### src/rtl/pe_pkg.sv
// Shared definitions for the PE row: op encoding, sequencer states,
// Horner term counts and the Q5.10 unary-op coefficient tables.
package pe_pkg;

  typedef enum logic [1:0] {
    OP_GEMM = 2'b00,
    OP_DIV  = 2'b01,
    OP_EXP  = 2'b10,
    OP_LOG  = 2'b11
  } op_e;

  typedef enum logic [2:0] {
    S_IDLE,
    S_G_RUN,
    S_G_DRAIN,
    S_U_FETCH,
    S_U_ITER,
    S_U_WB,
    S_DONE
  } state_e;

  localparam int N_TERM_DIV = 4;
  localparam int N_TERM_EXP = 4;
  localparam int N_TERM_LOG = 4;
  localparam int N_TERM_MAX = 4;
  localparam int ITER_W     = $clog2(N_TERM_MAX);

  localparam int Q_W = 16;
  typedef logic signed [Q_W-1:0] coef_t;

  // Tables are indexed by Horner term k; k = N_TERM-1 is applied first.
  // div: 1/(1+x) ~ 1 - x + x^2 - x^3
  localparam coef_t COEF_DIV [N_TERM_MAX] = '{16'sh0400, 16'shFC00, 16'sh0400, 16'shFC00};
  // exp: 1 + x + x^2/2 + x^3/6
  localparam coef_t COEF_EXP [N_TERM_MAX] = '{16'sh0400, 16'sh0400, 16'sh0200, 16'sh00AB};
  // log: ln(1+x) ~ x - x^2/2 + x^3/3
  localparam coef_t COEF_LOG [N_TERM_MAX] = '{16'sh0000, 16'sh0400, 16'shFE00, 16'sh0155};

  function automatic int n_term(op_e op);
    case (op)
      OP_DIV:  return N_TERM_DIV;
      OP_EXP:  return N_TERM_EXP;
      OP_LOG:  return N_TERM_LOG;
      default: return 0;
    endcase
  endfunction

endpackage

### src/rtl/pe_coef_rom.sv
// Combinational (op, k) -> Horner coefficient lookup.
module pe_coef_rom
  import pe_pkg::*;
(
  input  op_e               op_i,
  input  logic [ITER_W-1:0] k_i,
  output coef_t             coef_o
);

  always_comb begin
    coef_o = '0;
    case (op_i)
      OP_DIV:  coef_o = COEF_DIV[k_i];
      OP_EXP:  coef_o = COEF_EXP[k_i];
      OP_LOG:  coef_o = COEF_LOG[k_i];
      default: coef_o = '0;
    endcase
  end

endmodule

### src/rtl/pe_seq_ctrl.sv
// Command sequencer for a lockstep row of pe_l elements: GEMM streaming
// plus drain, or per-element Horner evaluation of div/exp/log.
module pe_seq_ctrl
  import pe_pkg::*;
#(
  parameter int ARR_N  = 8,
  parameter int LEN_BW = 8,
  parameter int MUL_BW = 16,
  parameter int INT_BW = 5,
  parameter int FRA_BW = 10
) (
  input  logic                     clk,
  input  logic                     rst_n,
  input  logic                     cmd_valid,
  output logic                     cmd_ready,
  input  logic [1:0]               cmd_op,
  input  logic [LEN_BW-1:0]        cmd_len,
  output logic [1:0]               gemm_uno,
  output logic                     in_rd_en,
  output logic                     fb_sel,
  output logic signed [MUL_BW-1:0] wc_o,
  output logic                     res_vld,
  output logic                     done,
  output logic                     busy
);

  localparam int DRAIN = 2 * ARR_N - 1;
  localparam int DRN_W = $clog2(DRAIN + 1);

  if (MUL_BW != Q_W || 1 + INT_BW + FRA_BW != MUL_BW) begin : g_fmt_chk
    $error("coefficient tables are Q5.10 in 16 bits; MUL_BW/INT_BW/FRA_BW disagree");
  end

  state_e              state_q;
  op_e                 op_q;
  logic [LEN_BW-1:0]   cnt_q;
  logic [ITER_W-1:0]   iter_q;
  logic [DRN_W-1:0]    drn_q;
  logic [1:0]          gemm_uno_q;
  logic                in_rd_en_q;
  logic                fb_sel_q;
  coef_t               wc_q;
  logic                res_vld_q;
  logic                done_q;

  logic [ITER_W-1:0]   k_d;
  coef_t               coef_d;

  // Term index for the coming U_ITER cycle, looked up one cycle early so wc_o is registered.
  always_comb begin
    k_d = iter_q - 1'b1;
    if (state_q == S_U_FETCH) k_d = ITER_W'(n_term(op_q) - 1);
  end

  pe_coef_rom u_rom (
    .op_i   (op_q),
    .k_i    (k_d),
    .coef_o (coef_d)
  );

  always_ff @(posedge clk or negedge rst_n) begin
    if (!rst_n) begin
      state_q    <= S_IDLE;
      op_q       <= OP_GEMM;
      cnt_q      <= '0;
      iter_q     <= '0;
      drn_q      <= '0;
      gemm_uno_q <= 2'b00;
      in_rd_en_q <= 1'b0;
      fb_sel_q   <= 1'b0;
      wc_q       <= '0;
      res_vld_q  <= 1'b0;
      done_q     <= 1'b0;
    end else begin
      case (state_q)
        S_IDLE: begin
          if (cmd_valid) begin
            op_q       <= op_e'(cmd_op);
            gemm_uno_q <= cmd_op;
            cnt_q      <= cmd_len;
            if (cmd_len == '0) begin
              state_q <= S_DONE;
              done_q  <= 1'b1;
            end else begin
              in_rd_en_q <= 1'b1;
              state_q    <= (op_e'(cmd_op) == OP_GEMM) ? S_G_RUN : S_U_FETCH;
            end
          end
        end
        S_G_RUN: begin
          cnt_q <= cnt_q - 1'b1;
          if (cnt_q == LEN_BW'(1)) begin
            in_rd_en_q <= 1'b0;
            drn_q      <= DRN_W'(DRAIN);
            state_q    <= S_G_DRAIN;
          end
        end
        S_G_DRAIN: begin
          drn_q <= drn_q - 1'b1;
          if (drn_q == DRN_W'(1)) begin
            res_vld_q <= 1'b1;
            done_q    <= 1'b1;
            state_q   <= S_DONE;
          end
        end
        S_U_FETCH: begin
          in_rd_en_q <= 1'b0;
          iter_q     <= k_d;
          fb_sel_q   <= 1'b0;
          wc_q       <= coef_d;
          state_q    <= S_U_ITER;
        end
        S_U_ITER: begin
          if (iter_q == '0) begin
            fb_sel_q <= 1'b0;
            wc_q     <= '0;
            state_q  <= S_U_WB;
          end else begin
            iter_q   <= k_d;
            fb_sel_q <= 1'b1;
            wc_q     <= coef_d;
          end
        end
        // iter_q doubles as the wreg/oreg phase flag here.
        S_U_WB: begin
          if (iter_q == '0) begin
            iter_q    <= ITER_W'(1);
            res_vld_q <= 1'b1;
          end else begin
            iter_q    <= '0;
            res_vld_q <= 1'b0;
            cnt_q     <= cnt_q - 1'b1;
            if (cnt_q == LEN_BW'(1)) begin
              done_q  <= 1'b1;
              state_q <= S_DONE;
            end else begin
              in_rd_en_q <= 1'b1;
              state_q    <= S_U_FETCH;
            end
          end
        end
        S_DONE: begin
          done_q     <= 1'b0;
          res_vld_q  <= 1'b0;
          gemm_uno_q <= 2'b00;
          state_q    <= S_IDLE;
        end
        default: state_q <= S_IDLE;
      endcase
    end
  end

  assign cmd_ready = (state_q == S_IDLE);
  assign busy      = (state_q != S_IDLE);
  assign gemm_uno  = gemm_uno_q;
  assign in_rd_en  = in_rd_en_q;
  assign fb_sel    = fb_sel_q;
  assign wc_o      = wc_q;
  assign res_vld   = res_vld_q;
  assign done      = done_q;

endmodule

### config.mk
export PLATFORM = sky130hd
export DESIGN_NAME = pe_seq_ctrl
export DESIGN_NICKNAME = d
export VERILOG_FILES = /design/src/rtl/pe_pkg.sv /design/src/rtl/pe_coef_rom.sv /design/src/rtl/pe_seq_ctrl.sv
export SDC_FILE = /design/constraint.sdc
export NUM_CORES = 1
export LEC_CHECK = 0
export CAP_MARGIN = 20
export CORE_UTILIZATION = 52
export DETAILED_ROUTE_END_ITERATION = 10
export GPL_TIMING_DRIVEN = 0
export HOLD_SLACK_MARGIN = 0.05
export PLACE_DENSITY = 0.87
export SLEW_MARGIN = 40
export SYNTH_ARGS = -nofsm -noshare
export SYNTH_HDL_FRONTEND = slang
export SYNTH_SLANG_ARGS = --single-unit
### constraint.sdc
create_clock -name clk -period 2.06 [get_ports clk]
set_input_delay 0.309 -clock clk [delete_from_list [all_inputs] [get_ports clk]]
set_output_delay 0.309 -clock clk [all_outputs]
set_load 0.1 [all_outputs]
==> reports/results.ini <==
[outcome]
outcome = complete, no violations

[worst_setup_path]
criticalPathCategory = reg -> out
critPathCaptureType = primary output
r2r-end = state_q[2]$_DFFE_PN0P_
reg2reg_from = drn_q[1]$_DFFE_PN0P_
cp_common_cell = buf_2
rrSetupSlack_ns = 0.1
crit_arrival_ns = 1.66
path_cells = buf_2 -> nor2_4 -> nand2_4 -> buf_2
reg2reg_depth = 6
worstPathRequired_ns = 1.75
cp_slowest_cell = dfrtp_1
slowest_delay_ns = 0.48
startpoint_type = flop
path_max_fanout = 10

[clocking]
clk_pin_slew_ns = 0.07
post-cts-setup-buffer-count = 0
cts_buffers = 5
htreeDepth = 2
cts_sinks = 31
cts_buffer_depth = 2
tritoncts = built
cts-root-buf = clkbuf_8
worstSkewPairLatency_ns = 0.29

[global_route]
grt_overflow = 0
busiest_layer = met2
grt_max_degree = 32
gr-usage-met1_pct = 29.89
grt_use_total_pct = 24.76
grt_pass1_wl_um = 7548
antenna_found_initial = 0
grt.met3_usage_pct = 6.703
use_met2_pct = 41.26
grt_pass1_vias = 1670

[yosys]
synth_top_area_share_pct = 39.92
ys_ff_latch = 31
synth_edf_count = 0
yosys_warnings = 0
synth_top_cell_by_area = dfrtp_1
syn_area_mm2 = 0.001943
syn_inst = 216
synth_top_flop_cell = dfrtp_1
synth.area.top_cells = dfrtp_1, ha_1, nand2_1, buf_4, o21ai_0
synth.avg_cell_area_um2 = 8.996
synthesis.nets = 236
ys_types = 54
synthArstFlopShare_pct = 100.0
synth-seq-area-share_pct = 39.92

[detailed_routing]
ant_nets = 0
detail_route.wl_per_cell_um = 14.57
drt_iter0_markers = 105
drc_errors = 0
vias_per_cell = 5.761
firstDrtPassIters = 5
totalWireLength_um = 4458
vias = 1763

[final_layout]
drive_above_1_share_pct = 22.31
mostFrequentLayoutCell = dfrtp_1
layout.nets = 279
multi_input_area_um2 = 970.9
mostFrequentLayoutCells = dfrtp_1, buf_2, nand2_1
fillCellCount = 307
ff_latch_area_um2 = 775.7
n_antenna_cell = 0
area_growth_pct = 20.35

[floorplanning]
coreArea_mm2 = 0.003468
initial_core_util_pct = 56.02
fp.dieW_um = 63.13
fp-row-count = 21
io_pins = 37
dieArea_mm2 = 0.003985
die_h_um = 63.13

[timing]
period_share_pct = 95.38
tns_ns = 0
layout_min_cycle_time_ns = 1.965
fmax_ghz = 0.5090
worstMarginPinSlew_ns = 0.6818
final_max_slew_viol_count = 0
skew_ns = 0.009473
rsz0062_at_grt = no
setup_viol = 0
slew_headroom_pct = 54.55
hold_violations = 0

[placed_design]
port_buffers = 36
place_congestion = 0.9527
hpwl_um = 3274

[flow_run]
maxCapViolCount = 0

[min_path]
hold_path_class = in -> async

[cell usage after synthesis (all sizes together), types with 5 or more instances]
cell,n
a21oi,13
a22o,5
buf,13
clkbuf,8
dfrtp,31
ha,7
inv,14
nand2,22
nor2,16
nor3,6
o21ai,16
[flip-flops by register name, summed over array words and instances, names as in the netlist, 2 cells and up]
| name | flops |
|---|---|
| iter_q | 2 |
| op_q | 2 |
| wc_o | 6 |
| gemm_uno | 2 |
| state_q | 3 |
| drn_q | 4 |
| cnt_q | 8 |
[timing repair]
| action | CTS | global route |
|---|---|---|
| hold buffers | 0 | 0 |
| pin swaps | 0 | 2 |
| resized for setup | 2 | 2 |
| setup endpoints to repair | 2 | 3 |
[cell families (layout without fill, tap and decap cells)]
| group | count (synthesis) | count (layout) | synth area share, % |
|---|---|---|---|
| muxes | 3 | 3 | 1.610 |
| DFF | 31 | 31 | 39.92 |
| adders and majority gates | 7 | 7 | 4.507 |
| buffers and inverters | 35 | 79 | 10.88 |
| AOI/OAI and AO/OA | 71 | 71 | 25.50 |
| and+or+nand+nor | 66 | 66 | 16.23 |
| xor gates and xnor gates | 3 | 3 | 1.352 |
[metal layers]
metal | vias up | routed length [µm]
li1 | 861 | -
met1 | 828 | 1918
met5 | - | 0
met4 | 0 | 76
met2 | 64 | 2211
met3 | 10 | 252
[through the flow]
step / hold WS, ns / utilization (%) / instance area (µm²) / instances / worst slack, ns
2_1_floorplan: 0.01341 / - / 1954 / 216 / 0.1581
6_report: 0.05844 / 67.42 / 2338 / 306 / 0.09525
5_1_grt: 0.1122 / 67.42 / 2338 / 306 / 0.009537
4_1_cts: 0.08413 / 67.28 / 2333 / 306 / 0.05064
3_3_place_gp: 0.4670 / 68.40 / 2372 / 298 / -0.6125
3_5_place_dp: 0.3995 / 64.79 / 2247 / 298 / 0.08867
[critical path, delay by kind of cell, from the launching register on]
| family | cells | cell delay (ns) |
|---|---|---|
| buffers and inverters | 2 | 0.70 |
| DFF | 1 | 0.48 |
| and+or+nand+nor | 2 | 0.19 |
[layout make-up]
class                      instances  share of cell area, %
clock inverter                     1                 0.2140
tap                               46                  2.461
inverter                          14                  2.408
sequential                        31                  33.17
multi-input combinational        150                  41.52
timing repair buffer              36                  10.17
buffer                            21                  6.795
clock buffer                       7                  3.264
[how the worst max path moves through the flow]
stage                           startpoint                      to  slack, ns  depth (start not counted)
floorplan           state_q[1]$_DFFE_PN0P_               cmd_ready       0.16                          4
global placement    state_q[1]$_DFFE_PN0P_               cmd_ready      -0.61                          5
detailed placement  state_q[1]$_DFFE_PN0P_               cmd_ready       0.09                          5
CTS                 state_q[1]$_DFFE_PN0P_               cmd_ready       0.05                          5
global route          drn_q[1]$_DFFE_PN0P_  state_q[2]$_DFFE_PN0P_       0.01                          6
finish              state_q[1]$_DFFE_PN0P_                    busy        0.1                          4
Power is not shown: default switching activity piles up to over one toggle a cycle in this logic, so the estimate is an artifact.
